==> src/rtl/max_popcount_pkg.sv <==
// Shared state encoding and width helpers for the max-popcount selector.
package max_popcount_pkg;

  typedef enum logic [1:0] {ACC, CMP, OUT} state_t;

  function automatic int unsigned cnt_width(input int unsigned wdt, input int unsigned len);
    return $clog2(wdt * len + 1);
  endfunction

  function automatic int unsigned idx_width(input int unsigned n);
    return (n > 1) ? $clog2(n) : 1;
  endfunction

endpackage

==> src/rtl/popcount.sv <==
// Combinational population count of one Width-bit word.
module popcount #(
  parameter int unsigned Width = 8
) (
  input  logic [Width-1:0]           in_i,
  output logic [$clog2(Width+1)-1:0] out_o
);

  localparam int unsigned OutW = $clog2(Width + 1);

  always_comb begin
    out_o = '0;
    for (int i = 0; i < Width; i++) begin
      out_o = out_o + OutW'(in_i[i]);
    end
  end

endmodule

==> src/rtl/max_popcount_sel.sv <==
// Per-frame popcount accumulation over InCnt channels, reporting the densest channel,
// its total and a tie flag over a valid/ready result interface.
module max_popcount_sel
  import max_popcount_pkg::*;
#(
  parameter  int unsigned InCnt  = 4,
  parameter  int unsigned InWdt  = 8,
  parameter  int unsigned AccLen = 1,
  localparam int unsigned CntW   = cnt_width(InWdt, AccLen),
  localparam int unsigned IdxW   = idx_width(InCnt)
) (
  input  logic                   clk_i,
  input  logic                   rst_i,
  input  logic                   valid_i,
  output logic                   ready_o,
  input  logic [InCnt*InWdt-1:0] data_i,
  output logic                   valid_o,
  input  logic                   ready_i,
  output logic [IdxW-1:0]        idx_o,
  output logic [CntW-1:0]        cnt_o,
  output logic                   tie_o
);

  localparam int unsigned PcW   = $clog2(InWdt + 1);
  localparam int unsigned BeatW = $clog2(AccLen + 1);

  state_t           r_state;
  logic [BeatW-1:0] r_beat;
  logic [CntW-1:0]  r_acc [InCnt];
  logic [IdxW-1:0]  r_idx;
  logic [CntW-1:0]  r_cnt;
  logic             r_tie;

  logic [PcW-1:0]   w_pc [InCnt];
  logic [IdxW-1:0]  w_max_idx;
  logic [CntW-1:0]  w_max_cnt;
  logic             w_seen;
  logic             w_tie;
  logic             w_last;

  for (genvar g = 0; g < InCnt; g++) begin : g_pc
    popcount #(
      .Width(InWdt)
    ) u_popcount (
      .in_i (data_i[g*InWdt +: InWdt]),
      .out_o(w_pc[g])
    );
  end

  // Strict '>' from index 0 upward: the lowest index wins ties.
  always_comb begin
    w_max_idx = '0;
    w_max_cnt = r_acc[0];
    for (int k = 1; k < InCnt; k++) begin
      if (r_acc[k] > w_max_cnt) begin
        w_max_cnt = r_acc[k];
        w_max_idx = IdxW'(k);
      end
    end
    w_seen = 1'b0;
    w_tie  = 1'b0;
    for (int k = 0; k < InCnt; k++) begin
      if (r_acc[k] == w_max_cnt) begin
        if (w_seen) w_tie = 1'b1;
        w_seen = 1'b1;
      end
    end
  end

  assign w_last  = (r_beat == BeatW'(AccLen - 1));
  assign ready_o = (r_state == ACC);
  assign valid_o = (r_state == OUT);
  assign idx_o   = r_idx;
  assign cnt_o   = r_cnt;
  assign tie_o   = r_tie;

  always_ff @(posedge clk_i) begin
    if (rst_i) begin
      r_state <= ACC;
      r_beat  <= '0;
      r_idx   <= '0;
      r_cnt   <= '0;
      r_tie   <= 1'b0;
      for (int k = 0; k < InCnt; k++) r_acc[k] <= '0;
    end else begin
      case (r_state)
        ACC: begin
          if (valid_i) begin
            for (int k = 0; k < InCnt; k++) r_acc[k] <= r_acc[k] + CntW'(w_pc[k]);
            r_beat <= r_beat + 1'b1;
            if (w_last) r_state <= CMP;
          end
        end
        CMP: begin
          r_idx   <= w_max_idx;
          r_cnt   <= w_max_cnt;
          r_tie   <= w_tie;
          r_state <= OUT;
        end
        OUT: begin
          if (ready_i) begin
            for (int k = 0; k < InCnt; k++) r_acc[k] <= '0;
            r_beat  <= '0;
            r_state <= ACC;
          end
        end
        default: r_state <= ACC;
      endcase
    end
  end

endmodule
==> config.mk <==
export PLATFORM = sky130hd
export DESIGN_NAME = max_popcount_sel
export DESIGN_NICKNAME = d
export VERILOG_FILES = /design/src/rtl/max_popcount_pkg.sv /design/src/rtl/popcount.sv /design/src/rtl/max_popcount_sel.sv
export SDC_FILE = /design/constraint.sdc
export NUM_CORES = 1
export LEC_CHECK = 0
export ABC_AREA = 1
export BUFFER_PORTS_ARGS = -buffer_cell sky130_fd_sc_hd__buf_2
export CAP_MARGIN = 5
export CORE_MARGIN = 2
export CORE_UTILIZATION = 35
export CTS_CLUSTER_DIAMETER = 150
export CTS_CLUSTER_SIZE = 16
export DETAILED_ROUTE_END_ITERATION = 8
export PLACE_DENSITY = 0.55
export SLEW_MARGIN = 20
export SYNTH_ARGS = -nofsm -noshare
export SYNTH_HDL_FRONTEND = slang
export SYNTH_SLANG_ARGS = --single-unit
export TNS_END_PERCENT = 30
==> constraint.sdc <==
create_clock -name clk_i -period 3.88 [get_ports clk_i]
set_input_delay 0.194 -clock clk_i [delete_from_list [all_inputs] [get_ports clk_i]]
set_output_delay 0.194 -clock clk_i [all_outputs]
set_load 0.01 [all_outputs]
==> reports/metrics.cfg <==
[clock_tree]
clk-insertion-delay-late_ns=0.28
cts_tree=built
cts_buffer_depth=2
root_buffer=clkbuf_8
clkTransAtPathRegs_ns=0.10
ctsHtreeMaxLevel=1
numCtsBuffers=3
postCtsHoldBufs=0
cts_sinks=26

[synthesis]
synth_fp_nets=502
syn_inst=404
synth_edf_count=8
synth.most_common_cell=inv_1
ys_seq_elements=26
synth_top_area_cell=ha_1
syn_avg_cell_area_sq_um=7.49
yosysSeqAreaShare_pct=19.9
netlist_top_cells_area=ha_1 (19%), dfxtp_1 (12%), fa_1 (11%), inv_1 (10%), nand2_1 (9.3%)
synth-async-reset-ratio_pct=0
synth_area_sq_mm=0.00303
synth_top_area_share_pct=19.0
ys_types=33
yosysWarnings=0
yosys-top-cells-count=inv_1 (84), nand2_1 (75), ha_1 (46)
ys.flop_type=dfxtp_1

[detailed_routing]
post_drt_via_cell_ratio=4.76
wl_per_cell_um=13.2
vias=2890
drt_pass1_iterations=4
drt-total-wl_mm=8.01
drc=0
postRouteAntennaNets=0
drt_iter0_markers=105

[timing]
hold_viol=0
setup_slack_ns=-0.0469
post-route-period-util_pct=101
setup_viol=1
finalMaxSlewViolations=0
timing.final.crit_period_ns=3.93
fmax_ghz=0.255
worstMarginPinSlew_ns=0.662
fin_worst_skew_ns=0.00192
slew_headroom_pct=55.9
grt_setup_unrepaired=yes

[global_routing]
grt_pass1_vias=2709
grt_antenna_before_repair=0
grt_pass1_wl_mm=12.6
grt_usage_pct=16.5
grt_max_degree=15
gr-total-overflow=0

[critical_path]
critPathBufInv=6
slowest_stage=edfxtp_1
crit_path_end_kind=flop
critPathKind=reg -> reg
slowest_delay_ns=0.45
reg2regPathDepth=31
crit_top_cell=nand2_4
cp-start-kind=flop
critical_path.max_fanout=7
required_ns=4.11
crit_arrival_ns=4.16
path_depth=31
crit_family=simple AND/OR/NAND/NOR gates

[worst_hold_path]
hold_path_depth=4
hold_path.class=in -> reg

[floorplanning]
die_y_um=97.0
dieWidth_um=97.0
core-area_sq_mm=0.00830
start_util_pct=36.5
rows=33
die_area_sq_mm=0.00940
pin_count=45

[final_layout]
fillers=811
nets=601
layout-drive-gt1-share_pct=34.5
diodes=0
areaGrowthSynthToFinish_pct=37.5

[run_status]
outcome=finished with violations
violations=setup timing

[place]
post-place-ws_ns=-0.260
globalplace.congestion=0.887
dp_hpwl_mm=6.39
portBuffers=44

[run]
drv_cap=0

timing repair:
item | CTS | global route
resized for setup | 17 | 63
pin swaps | 12 | 40
endpoints found under the setup margin | 1 | 4
setup buffers | 7 | 7
cells by family (layout without fill, tap and decap cells):
| family | count (synthesis) | count (layout) | synth area share, % |
|---|---|---|---|
| simple gates | 172 | 172 | 28.2 |
| buf+inv | 89 | 187 | 11.0 |
| fa+ha+maj | 62 | 62 | 29.6 |
| compound gates | 43 | 43 | 7.86 |
| flops | 26 | 26 | 19.9 |
| xor+xnor | 12 | 12 | 3.47 |
worst paths after layout:
kind | slack (ns) | to | start
worst max-delay path | -0.05 | tie_o | r_acc[1][3]
worst min-delay path | 0.17 | r_state[1] | ready_i
worst max register to register | -0.05 | tie_o | r_acc[1][3]
worst min register to register | 0.44 | r_state[0] | r_beat
area by class of cell:
type	instances	area, sq um	area share, %
multi-input combinational	289	2410	58.0
timing repair buffer	97	641	15.4
sequential	26	602	14.5
inverter	86	330	7.94
tap	105	131	3.16
clock buffer	4	45.0	1.08
cell usage in the layout (no fill, tap or decap), drive strengths merged:
cell type,netlist,final
a21oi,23,23
clkbuf,3,4
ha,46,46
nand2,89,89
a31o,1,1
o211ai,1,1
nand4,6,6
xor2,7,7
inv,86,86
fa,16,16
nand3,45,45
a211oi,1,1
a21o,2,2
o21bai,1,1
xnor2,5,5
nor3b,1,1
dfxtp,18,18
or2,1,1
nand3b,2,2
nor2,27,27
buf,0,97
o21a,1,1
edfxtp,8,8
o21ai,13,13
nor4,1,1
per-layer routing:
layer	share of wire [%]	up-vias	global-route usage [%]
met4	0.90	0	1.95
met2	50	61	29.5
met1	46	1334	21.5
met3	3.9	8	2.46
li1	-	1487	-
met5	0	-	0
stage by stage:
stage | instance area (sq um) | hold slack, ns | util, % | setup TNS, ns | cells
after floorplan | 3030 | 0.372 | - | 0 | 404
after global placement | 3660 | 0.415 | 44.1 | -0.198 | 589
after detailed placement | 3660 | 0.418 | 44.1 | -0.260 | 589
after CTS | 3840 | 0.168 | 46.2 | 0 | 600
after global routing | 4160 | 0.170 | 50.1 | -0.398 | 607
final | 4160 | 0.172 | 50.1 | -0.0469 | 607
tightest hold or removal path: cells and delay by family:
family / cells / cell delay, ns
AOI/OAI and AO/OA: 1 / 0.05
buffers and inverters: 2 / 0.11
and+or+nand+nor: 1 / 0.05
registers in the layout, indices dropped and copies added (netlist names):
register and flops:
cnt_o 4, r_acc 16, r_state 2, idx_o 2, r_beat 1, tie_o 1
Power is left out: the tool's default activity adds up to more than one toggle a clock period on the data nets, which glitch-free logic cannot reach.
